File: config.mk
export PLATFORM = sky130hd
export DESIGN_NAME = core_io_responder
export DESIGN_NICKNAME = d
export VERILOG_FILES = /design/src/rtl/core_io_responder.sv
export SDC_FILE = /design/constraint.sdc
export NUM_CORES = 1
export LEC_CHECK = 0
export CORE_MARGIN = 8
export CORE_UTILIZATION = 44
export CTS_CLUSTER_SIZE = 12
export DETAILED_ROUTE_END_ITERATION = 10
export PLACE_DENSITY = 0.72
export SLEW_MARGIN = 20
export SYNTH_ARGS = -nofsm -noshare
export SYNTH_HDL_FRONTEND = slang
export SYNTH_SLANG_ARGS = --single-unit
File: constraint.sdc
create_clock -name clock -period 4.1 [get_ports clock]
set_input_delay 0.41 -clock clock [delete_from_list [all_inputs] [get_ports clock]]
set_output_delay 0.41 -clock clock [all_outputs]
set_load 0.005 [all_outputs]
File: src/rtl/core_io_responder.sv
// rtl/core_io_responder.sv - core report capture FIFO and host-to-core pulse sender
//
// Core reports go into a first-word-fall-through queue that the host drains.
// Host words go out to the core as single-cycle pulses, spaced by at least
// one idle cycle.

module core_io_capture_fifo #(
  parameter int ADDR_BITS = 3,
  parameter int WIDTH     = 34
) (
  input  logic             clock,
  input  logic             reset,
  input  logic             push,
  input  logic             pop,
  input  logic [WIDTH-1:0] wdata,
  output logic [WIDTH-1:0] rdata,
  output logic             empty,
  output logic             full
);

  localparam int DEPTH = 2 ** ADDR_BITS;

  logic [WIDTH-1:0]   mem [DEPTH];
  logic [ADDR_BITS:0] wr_ptr;
  logic [ADDR_BITS:0] rd_ptr;

  // The extra pointer bit tells a full queue from an empty one.
  assign empty = (wr_ptr == rd_ptr);
  assign full  = (wr_ptr[ADDR_BITS] != rd_ptr[ADDR_BITS]) &&
                 (wr_ptr[ADDR_BITS-1:0] == rd_ptr[ADDR_BITS-1:0]);
  assign rdata = mem[rd_ptr[ADDR_BITS-1:0]];

  // Pointer update; reset discards every queued entry.
  always_ff @(posedge clock) begin
    if (reset) begin
      wr_ptr <= '0;
      rd_ptr <= '0;
    end else begin
      if (push) wr_ptr <= wr_ptr + 1'b1;
      if (pop)  rd_ptr <= rd_ptr + 1'b1;
    end
  end

  // Storage write; on full-with-pop the tail slot is the slot being freed.
  always_ff @(posedge clock) begin
    if (!reset && push) mem[wr_ptr[ADDR_BITS-1:0]] <= wdata;
  end

endmodule

module core_io_responder #(
  parameter int CORE           = 0,
  parameter int FIFO_ADDR_BITS = 3
) (
  input  logic        clock,
  input  logic        reset,
  input  logic [1:0]  to_peripheral,
  input  logic [31:0] to_peripheral_data,
  input  logic        to_peripheral_valid,
  output logic [1:0]  from_peripheral,
  output logic [31:0] from_peripheral_data,
  output logic        from_peripheral_valid,
  output logic [1:0]  host_out_tag,
  output logic [31:0] host_out_data,
  output logic        host_out_valid,
  input  logic        host_out_ready,
  input  logic [1:0]  host_in_tag,
  input  logic [31:0] host_in_data,
  input  logic        host_in_valid,
  output logic        host_in_ready,
  output logic [15:0] drop_count,
  output logic [31:0] capture_count
);

  typedef enum logic [1:0] {
    ST_IDLE = 2'd0,
    ST_SEND = 2'd1,
    ST_GAP  = 2'd2
  } send_state_t;

  send_state_t state;
  logic        fifo_empty;
  logic        fifo_full;
  logic        do_pop;
  logic        do_push;
  logic [33:0] head;

  // A pop frees a slot in the same cycle, so a full queue still takes a report.
  assign do_pop         = !fifo_empty && host_out_ready;
  assign do_push        = to_peripheral_valid && (!fifo_full || do_pop);
  assign host_out_valid = !fifo_empty;
  assign host_out_tag   = head[33:32];
  assign host_out_data  = head[31:0];

  core_io_capture_fifo #(
    .ADDR_BITS (FIFO_ADDR_BITS),
    .WIDTH     (34)
  ) u_fifo (
    .clock (clock),
    .reset (reset),
    .push  (do_push),
    .pop   (do_pop),
    .wdata ({to_peripheral, to_peripheral_data}),
    .rdata (head),
    .empty (fifo_empty),
    .full  (fifo_full)
  );

  // Accepted reports wrap; lost reports saturate so a long overflow stays visible.
  always_ff @(posedge clock) begin
    if (reset) begin
      drop_count    <= '0;
      capture_count <= '0;
    end else begin
      if (do_push) begin
        capture_count <= capture_count + 32'd1;
      end else if (to_peripheral_valid && drop_count != 16'hFFFF) begin
        drop_count <= drop_count + 16'd1;
      end
    end
  end

  // Host-to-core sender: latch a word, pulse it for one cycle, then rest one cycle.
  always_ff @(posedge clock) begin
    if (reset) begin
      state                 <= ST_IDLE;
      host_in_ready         <= 1'b1;
      from_peripheral       <= '0;
      from_peripheral_data  <= '0;
      from_peripheral_valid <= 1'b0;
    end else begin
      case (state)
        ST_IDLE: begin
          if (host_in_valid) begin
            from_peripheral       <= host_in_tag;
            from_peripheral_data  <= host_in_data;
            from_peripheral_valid <= 1'b1;
            host_in_ready         <= 1'b0;
            state                 <= ST_SEND;
          end
        end
        ST_SEND: begin
          from_peripheral_valid <= 1'b0;
          state                 <= ST_GAP;
        end
        ST_GAP: begin
          host_in_ready <= 1'b1;
          state         <= ST_IDLE;
        end
        default: begin
          from_peripheral_valid <= 1'b0;
          host_in_ready         <= 1'b1;
          state                 <= ST_IDLE;
        end
      endcase
    end
  end

endmodule
==> results of run 1 <==
worst min-delay path by stage:
stage	start	endpoint	slack, ns	depth (start not counted)
6_report	reset	register	0.41	3
5_1_grt	host_in_tag[1]	from_peripheral[1]$_SDFFE_PP0P_	0.44	3
4_1_cts	reset	register	0.40	3
3_5_place_dp	from_peripheral_data[0]$_SDFFE_PP0P_	from_peripheral_data[0]$_SDFFE_PP0P_	0.45	2
3_3_place_gp	from_peripheral_data[6]$_SDFFE_PP0P_	from_peripheral_data[6]$_SDFFE_PP0P_	0.44	2
2_1_floorplan	state[0]$_SDFFE_PP0N_	from_peripheral_valid$_SDFFE_PP0P_	0.43	1
cell usage after synthesis, types with 2 or more instances:
library cell  count  share of area [%]
edfxtp_1        272                 57
dfxtp_1          97                 13
nand2_1          88                2.3
mux4_2           68                 11
a21oi_1          64                2.2
nor2_1           43                1.1
clkbuf_1         35               0.91
mux2_2           35                2.7
xnor2_1          20                1.2
nand3_1          16               0.56
or3_1            14               0.61
or4_1            14               0.73
nand4_1          13               0.56
o31ai_1          13               0.68
o21ai_0          11               0.38
xor2_1           11               0.67
inv_1            10               0.26
a211oi_1          8               0.42
buf_2             7               0.24
nor3_1            7               0.24
and4_1            6               0.36
buf_1             5               0.13
ha_1              4               0.35
nand2b_1          4               0.17
o211ai_1          4               0.21
a2111oi_0         3               0.18
and3_1            3               0.13
nand3b_1          3               0.16
nor3b_1           3               0.16
and2_1            2              0.087
mux2i_1           2               0.14
nand4_2           2               0.17
nor4_1            2              0.087
nor4b_1           2               0.12
area by class of cell:
| type | instances | area share, % |
|---|---|---|
| Sequential cell | 369 | 55.7 |
| Multi-Input combinational cell | 480 | 22.9 |
| Timing Repair Buffer | 208 | 11.4 |
| Clock buffer | 57 | 6.23 |
| Tap cell | 442 | 3.05 |
| Clock inverter | 11 | 0.476 |
| Inverter | 10 | 0.207 |
worst max-delay path, delay by kind of cell (launching register included):
kind	cells	cell delay (ns)
muxes	2	0.82
buffers and inverters	2	0.97
DFF	1	0.56
sequential cells by signal, summed over array words and instances, names as in the netlist, named ones only:
| name | flops |
|---|---|
| capture_count | 32 |
| drop_count | 16 |
| from_peripheral | 2 |
| from_peripheral_data | 32 |
| from_peripheral_valid | 1 |
| host_in_ready | 1 |
| state | 2 |
| u_fifo.mem | 272 |
| u_fifo.rd_ptr | 4 |
| u_fifo.wr_ptr | 4 |
layer usage:
metal,track usage [%],share of wire (%),vias up
met5,0,0.074,-
met2,25.8,47,252
li1,-,-,3933
met4,4.29,1.9,4
met3,5.68,8.6,47
met1,20.0,42,4155
power breakdown:
part           internal, mW  switching [mW]  total (mW)
logic                 0.614           0.427        1.04
registers              4.08          0.0917        4.18
clock network          1.97            1.35        3.32
total                  6.67            1.86        8.54
cells by family after synthesis:
| kind of cell | synth area share [%] |
|---|---|
| AO/OA/AOI/OAI | 4.48 |
| XOR/XNOR | 1.88 |
| adder cells (fa/ha/maj) | 0.347 |
| buffers and inverters | 1.55 |
| flip-flops | 70.2 |
| multiplexers | 13.5 |
| AND/OR/NAND/NOR | 8.08 |
==> metrics.csv, run 1 <==
stage,metric,value,unit
finish,ANT cells,0,
logic_synthesis,ys async rst share,0,%
clock_network,CTS root buffer,clkbuf_16,
routing,Via density,5.32,
setup_path,crit path max fanout,53,
sta,setup slack after layout,0.765,ns
sta,post-route setup TNS,0,ns
logic_synthesis,Post-synth EDFFs,272,
floorplanning,die width,197,um
setup_path,CP Capture Type,output port,
logic_synthesis,Yosys reg bits,369,
sta,max-slew violations,0,
global_route,Total GRT Usage,15.9,%
finish,Layout fillers,2612,
logic_synthesis,"Net Count, Synth",983,
clock_network,CTS Buf Count,40,
finish,Post-Route Utilization,56.1,%
setup_path,Reg-to-Reg Start,u_fifo.wr_ptr[0]$_SDFFE_PP0P_,
power,total power,8.54,mW
routing,routed wire length,30900,um
sta,final hold viol count,0,
sta,RSZ-0062 raised after global routing,no,
logic_synthesis,Unique masters post-synth,49,
sta,pin slew with the least headroom to its limit,1.01,ns
global_route,final global-route overflow total,0,
run,Max-cap violations,0,
finish,count of non-filler cells in the finished layout,1577,
logic_synthesis,Most used DFF post-synth,edfxtp_1,
finish,"commonest non-fill, non-tap cells in the layout","edfxtp_1, clkdlybuf4s50_1, dfxtp_1",
power,Power Density,470,nW/um^2
clock_network,Clock Pin Slew Worst Setup and Hold Paths,0.06,ns
setup_path,worst path cell trace,"buf_12, mux4_2, mux2_2, clkdlybuf4s50_1",
routing,DR WL/cell,19.6,um
clock_network,CTS H-tree lvls,2,
finish,Final nets,1186,
sta,Relative slew margins,32.5,%
logic_synthesis,Cells after Synth,906,
setup_path,slowest cell delay on critical path,0.56,ns
logic_synthesis,sequential element share of the synthesized area,70.2,%
global_route,vias in the first global route,8764,
clock_network,CTS tree,done,
routing,drt pass-1 iters,4,
logic_synthesis,Mapped Area,14400,sq um
sta,Finish-stage setup viols,0,
floorplanning,Initial Util,44.5,%
floorplanning,DIE AREA,38800,sq um
floorplanning,die height,197,um
sta,Tcrit/Tclk final,81.3,%
clock_network,Hold Buf Count CTS,0,
place,placer congestion estimate,0.808,
clock_network,Clock Sink Count,369,
floorplanning,core box area,32400,sq um
setup_path,"setup slack, reg-to-reg",0.91,ns
setup_path,slowest CP cell,dfxtp_4,
sta,crit path time final,3.34,ns
floorplanning,Ports,192,
finish,FF+latch area,10100,sq um
finish,share of layout cells above drive strength 1,17.3,%
clock_network,post-CTS setup buffers,0,
power,leakage power,5.68,nW
place,cell count after placement,1509,
finish,multi-input logic area,4160,sq um
clock_network,Longest Clk Path Bufs,3,
finish,Post-Layout Inst Area,18200,sq um
setup_path,Crit Reg-Reg Endpoint,u_fifo.mem[3][13]$_DFFE_PP_,
sta,worst hold slack,0.410,ns
sta,clock skew,0.0152,ns
place,Setup WS pre-CTS,0.867,ns
outcome,status,completed,
setup_path,R2R cell count,6,
setup_path,CP Data Required Time,3.69,ns
routing,post-route ant nets,0,
clock_network,post-CTS sizing,0,
logic_synthesis,Synth Area per Inst,15.9,sq um
place,dpl cell area,16900,sq um
routing,Initial DRC Count,494,
routing,DRC Markers,0,
finish,"most common cell after layout, fill and taps aside",edfxtp_1,
sta,Achievable Freq,300,MHz
place,Post-DP HPWL,19400,um
routing,DR vias,8391,
clock_network,Clock Latency Late Sink,0.52,ns
setup_path,kind of critical path,reg -> out,
setup_path,crit path capture,host_out_data[6],
worst_hold_path,worst hold path class,in -> reg,
finish,synthesis-to-finish area growth,26.0,%
floorplanning,Core Rows,66,
setup_path,startpoint types,register,
setup_path,WP data arrival,2.93,ns
global_route,initial antenna violation count,2,
place,IO Port Bufs,191,
logic_synthesis,Syn. warnings,0,
power,peak supply drop,237,uV
global_route,largest net degree at the start of global routing,69,
global_route,first-pass GRT wire length,48900,um
No activity file was read; power rests on OpenSTA's default activity.
==> run 2: changes to the inputs <==
- PLACE_DENSITY: 0.72 -> 0.69
- clock period: 4.1 -> 3.4 ns (I/O delays scaled with it)
==> metrics.csv, run 2 (synthesized netlist as in run 1, its figures left out) <==
stage,metric,value,unit
outcome,status,completed,
clock_network,post-CTS sizing,0,
clock_network,Hold Buf Count CTS,0,
global_route,first-pass GRT wire length,50300,um
clock_network,CTS Buf Count,41,
floorplanning,Core Rows,66,
setup_path,WP data arrival,2.79,ns
clock_network,CTS root buffer,clkbuf_16,
floorplanning,DIE AREA,38800,sq um
setup_path,slowest cell delay on critical path,0.60,ns
sta,Finish-stage setup viols,0,
finish,Post-Route Utilization,56.6,%
routing,drt pass-1 iters,4,
clock_network,CTS H-tree lvls,2,
routing,DRC Markers,0,
finish,Layout fillers,2574,
place,IO Port Bufs,191,
clock_network,Clock Latency Late Sink,0.53,ns
setup_path,startpoint types,register,
global_route,largest net degree at the start of global routing,98,
floorplanning,Initial Util,44.5,%
power,total power,10.4,mW
routing,DR WL/cell,20.0,um
routing,Via density,5.35,
floorplanning,die height,197,um
power,peak supply drop,356,uV
place,placer congestion estimate,0.746,
global_route,vias in the first global route,8946,
power,leakage power,5.76,nW
sta,RSZ-0062 raised after global routing,no,
worst_hold_path,worst hold path class,in -> reg,
routing,routed wire length,31800,um
setup_path,worst path cell trace,"buf_4, mux4_2, mux2_2, clkdlybuf4s50_1",
finish,synthesis-to-finish area growth,27.1,%
sta,Achievable Freq,320,MHz
clock_network,post-CTS setup buffers,0,
sta,max-slew violations,0,
routing,Initial DRC Count,497,
setup_path,slowest CP cell,dfxtp_4,
floorplanning,Ports,192,
clock_network,CTS tree,done,
global_route,initial antenna violation count,3,
clock_network,Longest Clk Path Bufs,3,
sta,Tcrit/Tclk final,92.0,%
run,Max-cap violations,0,
setup_path,crit path max fanout,20,
finish,max FFs per register,272,
clock_network,Clock Sink Count,369,
setup_path,CP Capture Type,output port,
routing,post-route ant nets,0,
routing,DR vias,8529,
sta,final hold viol count,0,
finish,"commonest non-fill, non-tap cells in the layout","edfxtp_1, clkdlybuf4s50_1, dfxtp_1",
place,Post-DP HPWL,20500,um
sta,clock skew,0.0145,ns
setup_path,CP Data Required Time,3.06,ns
setup_path,kind of critical path,reg -> out,
finish,Final nets,1200,
sta,pin slew with the least headroom to its limit,1.05,ns
global_route,final global-route overflow total,0,
global_route,Total GRT Usage,16.3,%
power,Power Density,565,nW/um^2
floorplanning,core box area,32400,sq um
clock_network,Clock Pin Slew Worst Setup and Hold Paths,0.06,ns
sta,Relative slew margins,30.2,%
finish,"most common cell after layout, fill and taps aside",edfxtp_1,
floorplanning,die width,197,um
sta,crit path time final,3.13,ns
finish,share of layout cells above drive strength 1,18.2,%
==> run 2: cell count changes in the layout (fill, tap and decap cells not counted), sizes merged <==
cell,before,now
inv,10,11
clkinv,10,11
clkinvlp,0,2
bufinv,1,0
diode,0,1
buf,18,31
==> run 2: path summary, 6_finish.rpt <==
| path | from | endpoint | slack, ns | depth (start not counted) |
|---|---|---|---|---|
| max reg2reg | u_fifo.wr_ptr[1]$_SDFFE_PP0P_ | u_fifo.mem[7][19]$_DFFE_PP_ | 0.74 | 6 |
| max | register | host_out_data[6] | 0.27 | 4 |
| min reg2reg | from_peripheral_data[25]$_SDFFE_PP0P_ | from_peripheral_data[25]$_SDFFE_PP0P_ | 0.45 | 2 |
| min | host_in_data[23] | from_peripheral_data[23]$_SDFFE_PP0P_ | 0.37 | 3 |
==> run 2: cell type report <==
type,instances,area (sq um),area share (%)
Sequential cell,369,10100,55.2
Multi-Input combinational cell,480,4160,22.7
Timing Repair Buffer,221,2220,12.1
Clock buffer,57,1140,6.21
Tap cell,442,553,3.02
Clock inverter,14,93.8,0.512
Inverter,10,37.5,0.205
Antenna cell,1,2.50,0.0137
==> run 2: critical path, delay by kind of cell, from the launching register on <==
family,cells,cell delay (ns)
multiplexers,2,0.81
flip-flops,1,0.60
buffers and inverters,2,0.83
==> run 2: stage by stage <==
stage          setup TNS, ns  hold WS [ns]  cell area, sq um  instances  setup WS, ns
2_1_floorplan         -23.37         0.429             14400        906        -0.174
4_1_cts                    0         0.344             18300       1593         0.190
6_report                   0         0.366             18300       1594         0.271
3_3_place_gp               0         0.441             17100       1522         0.587
3_5_place_dp               0         0.445             17100       1522         0.563
5_1_grt                    0         0.368             18300       1594         0.123
==> run 2: per-layer routing <==
| layer | global-route usage (%) | wire length, um | up-vias |
|---|---|---|---|
| met5 | 0 | 13 | - |
| li1 | - | - | 3957 |
| met2 | 26.8 | 15200 | 259 |
| met1 | 20.4 | 13400 | 4275 |
| met3 | 6.00 | 2750 | 36 |
| met4 | 3.82 | 470 | 2 |
==> run 2: power by group <==
group,internal [mW],leakage [nW],switching (mW)
Combinational,0.768,1.91,0.550
Clock,2.34,0.595,1.68
Sequential,4.92,3.25,0.0898
==> run 3: changes to the inputs <==
==> constraint.sdc (replaced) <==
create_clock -name clock -period 3.4 [get_ports clock]
set_input_delay 1.02 -clock clock [delete_from_list [all_inputs] [get_ports clock]]
set_output_delay 1.02 -clock clock [all_outputs]
set_load 0.005 [all_outputs]
==> metrics.csv, run 3 (synthesized netlist as in run 1, its figures left out) <==
stage,metric,value,unit
setup_path,worst path cell trace,"buf_4, buf_12, clkbuf_16, mux4_2, mux2_2, dlygate4sd2_1",
routing,DR vias,8522,
setup_path,slowest cell delay on critical path,0.50,ns
finish,count of non-filler cells in the finished layout,1620,
finish,share of layout cells above drive strength 1,19.9,%
power,clock power share,37.7,%
routing,Initial DRC Count,439,
floorplanning,die width,197,um
finish,max FFs per register,272,
place,placer congestion estimate,0.792,
clock_network,CTS root buffer,clkbuf_16,
floorplanning,core box area,32400,sq um
sta,Tcrit/Tclk final,97.8,%
finish,ANT cells,0,
clock_network,CTS H-tree lvls,2,
power,switching share of total power,22.4,%
global_route,Total GRT Usage,16.5,%
sta,Achievable Freq,301,MHz
power,Power Density,559,nW/um^2
setup_path,slowest CP cell,mux4_2,
floorplanning,Initial Util,44.5,%
worst_hold_path,worst hold path class,reg -> reg,
setup_path,WP data arrival,2.31,ns
sta,setup slack after layout,0.0744,ns
routing,routed wire length,32100,um
power,peak supply drop,339,uV
place,IO Port Bufs,191,
global_route,first-pass GRT wire length,50500,um
power,leakage power,6.02,nW
setup_path,CP Capture Type,output port,
clock_network,Clock Pin Slew Worst Setup and Hold Paths,0.06,ns
global_route,final global-route overflow total,0,
setup_path,R2R cell count,6,
setup_path,startpoint types,register,
place,dpl cell area,17300,sq um
setup_path,crit path max fanout,4,
clock_network,Clock Sink Count,369,
power,Pint,8.14,mW
outcome,status,completed,
sta,pin slew with the least headroom to its limit,1.00,ns
floorplanning,DIE AREA,38800,sq um
floorplanning,Core Rows,66,
power,P_sw,2.35,mW
place,Setup WS pre-CTS,0.280,ns
worst_hold_path,hold path depth,2,
place,Post-DP HPWL,20300,um
sta,max-slew violations,0,
setup_path,CP Data Required Time,2.38,ns
sta,crit path time final,3.33,ns
clock_network,Clock Latency Late Sink,0.52,ns
finish,Final nets,1226,
setup_path,kind of critical path,reg -> out,
sta,Finish-stage setup viols,0,
power,logic gate share of total power,14.8,%
sta,final hold viol count,0,
routing,DRC Markers,0,
power,sequential cell fraction of total power,47.5,%
global_route,vias in the first global route,8955,
global_route,initial antenna violation count,2,
finish,synthesis-to-finish area growth,30.0,%
finish,Post-Route Utilization,57.9,%
routing,Via density,5.26,
floorplanning,die height,197,um
clock_network,Longest Clk Path Bufs,3,
routing,DR WL/cell,19.8,um
finish,"commonest non-fill, non-tap cells in the layout","edfxtp_1, clkdlybuf4s50_1, dfxtp_1",
clock_network,CTS Buf Count,41,
finish,Layout fillers,2525,
place,cell count after placement,1531,
sta,Relative slew margins,32.6,%
routing,post-route ant nets,0,
finish,Post-Layout Inst Area,18700,sq um
power,total power,10.5,mW
run,Max-cap violations,0,
finish,"most common cell after layout, fill and taps aside",edfxtp_1,
clock_network,CTS tree,done,
global_route,largest net degree at the start of global routing,91,
routing,drt pass-1 iters,4,
sta,clock skew,0.0202,ns
floorplanning,Ports,192,
## run 3: worst paths after layout
check | startpoint | endpoint | slack [ns]
worst max register to register | u_fifo.wr_ptr[1]$_SDFFE_PP0P_ | capture_count[22]$_SDFFE_PP0P_ | 0.70
worst min-delay path | from_peripheral_data[1]$_SDFFE_PP0P_ | from_peripheral_data[1]$_SDFFE_PP0P_ | 0.45
worst max-delay path | register | host_out_data[9] | 0.07
worst min register to register | from_peripheral_data[1]$_SDFFE_PP0P_ | from_peripheral_data[1]$_SDFFE_PP0P_ | 0.45
## run 3: routing by layer
| metal | part of all wire [%] | track usage [%] | vias to the layer above |
|---|---|---|---|
| met5 | 0.068 | 0 | - |
| met4 | 1.8 | 3.79 | 4 |
| met3 | 8.8 | 6.23 | 54 |
| met2 | 47 | 26.8 | 245 |
| met1 | 43 | 20.9 | 4196 |
| li1 | - | - | 4023 |
## run 3: final cells by class
type	instances	area (sq um)	area share (%)
well taps	442	553	2.95
inverters	10	37.5	0.200
repair buffers	247	2650	14.1
clock inverters	17	92.6	0.494
flip-flops and latches	369	10100	54.0
clock buffers	55	1110	5.92
multi-input cells	480	4180	22.3
## run 3: stage by stage
stage          hold WS [ns]  TNS (ns)
4_1_cts               0.453    -0.382
3_3_place_gp          0.440         0
3_5_place_dp          0.446         0
5_1_grt               0.469   -0.0234
6_report              0.451         0
2_1_floorplan         0.429    -96.48
## run 3: power by group through the flow
stage          clock [mW]  combinational, mW  sequential (mW)
2_1_floorplan           0              0.770             5.05
3_3_place_gp            0               1.41             5.09
3_5_place_dp            0               1.42             5.09
4_1_cts              4.05               1.54             4.99
5_1_grt              4.22               1.68             4.99
6_report             3.95               1.56             4.98
## run 3: repair_timing
action,in CTS,in global routing
pin swaps,0,0
endpoints found under the setup margin,34,7
cloned,3,1
hold endpoints to repair,0,0
resized for setup,40,15
buffers inserted,9,4
hold buffers,0,0
## run 3: critical path: cells and delay by family, from the launching register on
kind                   cells  cell delay [ns]
buffers and inverters      4             0.64
multiplexers               2             0.78
flip-flops                 1             0.36
